## src/rtl/row_clear_engine.sv

```systemverilog
// -----------------------------------------------------------------------------
// row_clear_engine
// Post-lock board clean-up for the 20x10 Tetris playfield. On a start pulse
// the locked board is snapshotted. Every completely filled row is removed and
// the rows above it collapse downward. The compacted board is returned together
// with the number of rows removed by this operation and a saturating running
// total of rows removed since reset.
//
// Ports
//   clk          : system clock, rising-edge active
//   rst_n        : asynchronous active-low reset
//   start        : one-cycle request; screen is sampled in the same cycle
//   screen       : locked board, row 0 is the bottom row, 1 = occupied
//   outputScreen : compacted board (registered, held between done pulses)
//   busy         : high while the row scan is in progress
//   done         : one-cycle pulse when outputScreen/linesCleared update
//   linesCleared : rows removed by the last operation (saturates at 7)
//   totalLines   : running total of removed rows, saturates at 1023
// -----------------------------------------------------------------------------
module row_clear_engine (
    input  logic             clk,
    input  logic             rst_n,
    input  logic             start,
    input  logic [19:0][9:0] screen,
    output logic [19:0][9:0] outputScreen,
    output logic             busy,
    output logic             done,
    output logic [2:0]       linesCleared,
    output logic [9:0]       totalLines
);

    typedef enum logic [1:0] {
        IDLE = 2'd0,
        SCAN = 2'd1,
        DONE = 2'd2
    } state_t;

    state_t           state_r;
    logic [19:0][9:0] board_r;
    logic [4:0]       row_r;
    logic [2:0]       cnt_r;

    logic [9:0]       cur_row_s;
    logic             row_full_s;
    logic [19:0][9:0] shifted_s;
    logic [10:0]      total_sum_s;
    logic [9:0]       total_next_s;

    // A row is full when all ten cells are occupied.
    function automatic logic row_is_full(input logic [9:0] row);
        return &row;
    endfunction

    // Row-removal datapath: drop every row at or above row_r by one place,
    // feed an empty row in at the top, and form the saturating total.
    always_comb begin
        cur_row_s  = board_r[row_r];
        row_full_s = row_is_full(cur_row_s);
        for (int k = 0; k < 19; k++) begin
            if (5'(k) < row_r) begin
                shifted_s[k] = board_r[k];
            end else begin
                shifted_s[k] = board_r[k + 1];
            end
        end
        // row_r never exceeds 19, so the top row is always refilled empty.
        shifted_s[19] = 10'd0;
        total_sum_s   = {1'b0, totalLines} + {8'd0, cnt_r};
        if (total_sum_s > 11'd1023) begin
            total_next_s = 10'h3FF;
        end else begin
            total_next_s = total_sum_s[9:0];
        end
    end

    // Control FSM with registered outputs; also owns the working board.
    always_ff @(posedge clk or negedge rst_n) begin
        if (!rst_n) begin
            state_r      <= IDLE;
            board_r      <= '0;
            row_r        <= 5'd0;
            cnt_r        <= 3'd0;
            outputScreen <= '0;
            busy         <= 1'b0;
            done         <= 1'b0;
            linesCleared <= 3'd0;
            totalLines   <= 10'd0;
        end else begin
            done <= 1'b0;
            case (state_r)
                IDLE: begin
                    busy <= 1'b0;
                    // A start landing in the done-pulse cycle is dropped so a
                    // request is only taken once the result has been presented.
                    if (start && !done) begin
                        board_r <= screen;
                        row_r   <= 5'd0;
                        cnt_r   <= 3'd0;
                        busy    <= 1'b1;
                        state_r <= SCAN;
                    end
                end
                SCAN: begin
                    if (row_full_s) begin
                        // row_r is kept so the row that dropped in is re-checked.
                        board_r <= shifted_s;
                        if (cnt_r != 3'd7) begin
                            cnt_r <= cnt_r + 3'd1;
                        end
                    end else if (row_r == 5'd19) begin
                        busy    <= 1'b0;
                        state_r <= DONE;
                    end else begin
                        row_r <= row_r + 5'd1;
                    end
                end
                DONE: begin
                    outputScreen <= board_r;
                    linesCleared <= cnt_r;
                    totalLines   <= total_next_s;
                    done         <= 1'b1;
                    state_r      <= IDLE;
                end
                default: begin
                    busy    <= 1'b0;
                    state_r <= IDLE;
                end
            endcase
        end
    end

endmodule

```

## config.mk

```make
export PLATFORM = sky130hd
export DESIGN_NAME = row_clear_engine
export DESIGN_NICKNAME = d
export VERILOG_FILES = /design/src/rtl/row_clear_engine.sv
export SDC_FILE = /design/constraint.sdc
export NUM_CORES = 1
export LEC_CHECK = 0
export BUFFER_PORTS_ARGS = -buffer_cell sky130_fd_sc_hd__buf_2
export CAP_MARGIN = 0
export CORE_MARGIN = 5
export CORE_UTILIZATION = 50
export CTS_CLUSTER_DIAMETER = 80
export DETAILED_ROUTE_END_ITERATION = 10
export GPL_TIMING_DRIVEN = 0
export PLACE_DENSITY = 0.77
export SYNTH_ARGS = -nofsm -noshare
export SYNTH_HDL_FRONTEND = slang
export SYNTH_SLANG_ARGS = --single-unit
```

## constraint.sdc

```tcl
create_clock -name clk -period 2.6 [get_ports clk]
set_input_delay 0 -clock clk [delete_from_list [all_inputs] [get_ports clk]]
set_output_delay 0 -clock clk [all_outputs]
set_load 0.01 [all_outputs]
```

==> results.md <==
- Max Clock Skew: 0.0186 ns
- Cell count after synthesis: 2259
- H-tree Lvls: 2
- DRT antenna net count: 0
- Met3 WL post-DR: 7.96 mm
- Total CTS buffers: 45
- Fmax: 336 MHz
- Met2 WL: 38.8 mm
- Clock root buffer: clkbuf_16
- Clock transition at path regs: 0.06 ns
- Status: finished, violations left
- EDFF count, synth: 0
- Via count: 20900
- Setup_tns: -57.56 ns
- Die ar.: 45300 um2
- Die Y: 213 um
- Syn nets: 2469
- Synth unique cells: 61
- Final core utilization: 0.711
- Clock latency on the worst-skew pair: 0.58 ns
- Iteration-0 DRC count of the detailed router: 2156
- Asr flop ratio synth: 1.00
- CORE AREA: 40700 um2
- Vias per inst: 5.92
- Residual DRC count: 0
- GR Util All Layers: 0.352
- Worst-Margin Slew: 0.819 ns
- Area growth syn-to-layout: 41.0%
- Rel. slew slack: 0.454
- FF+latch count, synth: 425
- Worst min-delay path class: in -> async
- First-pass GRT wire length: 123 mm
- Non-filler cells, final: 3535
- Syn avg cell area: 9.10 um2
- Filler cell count: 2842
- RSZ-0062 raised after global routing: yes
- Highest Signal Layer: met4
- Synth warnings: 0
- Post-Place Cells: 3211
- Initial core utilization: 0.504
- Peak VDD IR: 0.000633 V
- Total design power: 0.0337 W
- Total gr overflow: 0
- Minimum clock period: 2.98 ns
- Final period util: 1.14
- Final Max Tran Viols: 0
- Mapped cell area: 20500 um2
- First-pass iteration count of the detailed router: 7
- CTS tree: yes
- Average wire per standard cell: 23.7 um
- Critical path class: reg -> reg
- # rows: 74
- Critical Path End Type: register
- P per Cell Area: 1160 nW/um2
- Initial antenna violation count: 1
- Vias in the first global route: 21000
- Setup Slack @ Placement: -0.968 ns
- Total Wirelength: 83.9 mm
- Layout cell share with drive strength beyond 1: 0.292
- Final Net Count: 3179
- Final Setup Violations: 212
- Bufs on Longest Clock Path: 3
- Violated checks: setup timing
- Final WS setup: -0.377 ns
- Largest net degree at the start of global routing: 126
- M1 WL: 31.8 mm
- Final number of hold-violating endpoints: 0
- CP Data Required Time: 3.05 ns
- Arr. time, crit path: 3.43 ns
- Placer congestion estimate: 0.935
- Top_reg_cell synth: dfrtp_1
- Ports: 418
- Leakage: 15.0 nW
- Die W: 213 um
- Port-buffer cells: 417
- CP Launch Type: register
- Crit path max fanout: 7
- DPL Wire Length: 56.5 mm
- Max_cap viols: 0
- Sequential element share of the synthesized area: 0.518
- CTS sink cnt: 425
-- worst max-delay path: stages (launching register included) --
cell and delay, ns:
dfrtp_1 0.39, buf_6 0.14, or2_4 0.24, buf_12 0.15, buf_12 0.15, o22ai_4 0.17
nand2_2 0.09, nand3_2 0.11, nand4_4 0.14, nor4_4 0.33, buf_4 0.17, buf_6 0.11
a31o_4 0.20, buf_8 0.15, mux2_4 0.31
-- what timing repair did --
item | 4_1_cts | 5_1_grt
pin swaps | 18 | 25
setup buffers | 15 | 14
hold buffers | 201 | 0
hold endpoints to repair | 334 | 0
gates cloned | 3 | 11
setup endpoints to repair | 381 | 244
gates resized for setup | 212 | 141
-- per-stage QoR --
stage          hold WS, ns  instance area, um2
3_3_place_gp         0.218               23300
2_1_floorplan       -0.296               20600
6_report           0.00757               29000
3_5_place_dp        0.0264               23400
5_1_grt             0.0728               29000
4_1_cts             0.0177               28000
-- flip-flops by register name, summed over array words and instances (netlist names) --
register / cells
board_r: 200
busy: 1
cnt_r: 3
done: 1
linesCleared: 3
outputScreen: 200
row_r: 5
state_r: 2
totalLines: 10
-- where the power goes --
group          internal, W  switching [W]
combinational      0.00685        0.00854
clock              0.00375        0.00272
sequential         0.00890        0.00298
total               0.0195         0.0142
-- metal layers --
| metal | global-route usage | up-vias |
|---|---|---|
| li1 | - | 8971 |
| met1 | 0.460 | 10200 |
| met2 | 0.559 | 1384 |
| met3 | 0.0711 | 382 |
| met4 | 0.189 | 0 |
| met5 | 0 | - |
-- cells by family (layout without fill, tap and decap cells) --
| group | count (synthesis) | count (layout) | synth area share |
|---|---|---|---|
| muxes | 246 | 246 | 0.130 |
| DFF | 425 | 425 | 0.518 |
| xor gates and xnor gates | 2 | 2 | 0.000853 |
| adders and majority gates | 7 | 7 | 0.00463 |
| other | 0 | 2 | 0 |
| AOI/OAI and AO/OA | 247 | 247 | 0.0849 |
| and+or+nand+nor | 1167 | 1167 | 0.226 |
| buffers and inverters | 165 | 907 | 0.0360 |
-- worst paths after layout --
kind	from	end	slack, ns	depth (start not counted)
worst max-delay path	row_r[1]$_DFFE_PN0P_	board_r[19]$_DFFE_PN0P_	-0.38	14
worst min-delay path	rst_n	totalLines[6]$_DFFE_PN0P_	0.008	2
worst max register to register	row_r[1]$_DFFE_PN0P_	board_r[19]$_DFFE_PN0P_	-0.38	14
worst min register to register	outputScreen[19]$_DFFE_PN0P_	outputScreen[19]$_DFFE_PN0P_	0.47	2
max in group asynchronous	rst_n	outputScreen[91]$_DFFE_PN0P_	1.04	4
min in group clk	start	row_r[4]$_DFFE_PN0P_	0.20	5
-- cell type report --
type                    instances  area [um2]  area share
inverters                      18        67.6     0.00233
clock buffers                  68        1340      0.0463
multi-input cells            1669       10300       0.356
well taps                     532         666      0.0230
repair buffers                664        4840       0.167
diodes                          2        5.00    0.000173
clock inverters                11         110     0.00380
plain buffers                 146         996      0.0344
flip-flops and latches        425       10600       0.367
-- synthesized netlist by cell type, drive strengths merged (2+ instances only) --
master      n  area [um2]
dfrtp     425       10600
or3         6        37.5
nand4b      2        32.5
or2         4        25.0
buf        34         248
o311a      10         100
mux2i     104        1040
nor3b       2        20.0
or4         2        15.0
nand2b      5        31.3
a21oi      15         113
nor3       13        70.1
a2111oi     4        72.6
ha          6        75.1
o211ai      5        37.5
clkbuf    113         424
inv        18        67.6
o21ai      60         300
o2bb2ai    30         263
o22ai      61         382
nor2       22        82.6
a22oi      30         225
nand3      30         150
a31o        4        35.0
a31oi      12        81.3
a21o        3        22.5
nand2    1051        3950
nand4       3        33.8
a2bb2oi    10        87.6
nor2b       7        43.8
mux2      142        1630
nor4       16         128
-- layout by cell type, fill, tap and decap left out, drive strengths merged, types with 2 or more instances in the layout --
master / count
clkbuf: 187
nor2b: 7
clkinvlp: 2
a21oi: 15
mux2i: 104
o211ai: 5
bufinv: 2
a2111oi: 4
a31o: 4
nand4b: 2
a21o: 3
o311a: 10
clkinv: 7
nor2: 22
nand3: 30
a2bb2oi: 10
or2: 4
mux2: 142
dlygate4sd3: 201
buf: 490
nand2: 1051
or3: 6
a31oi: 12
diode: 2
nor3b: 2
nor3: 13
o2bb2ai: 30
dfrtp: 425
o21ai: 60
nor4: 16
nand4: 3
nand2b: 5
or4: 2
o22ai: 61
inv: 18
a22oi: 30
ha: 6
Power figures use the tool's default switching activity.
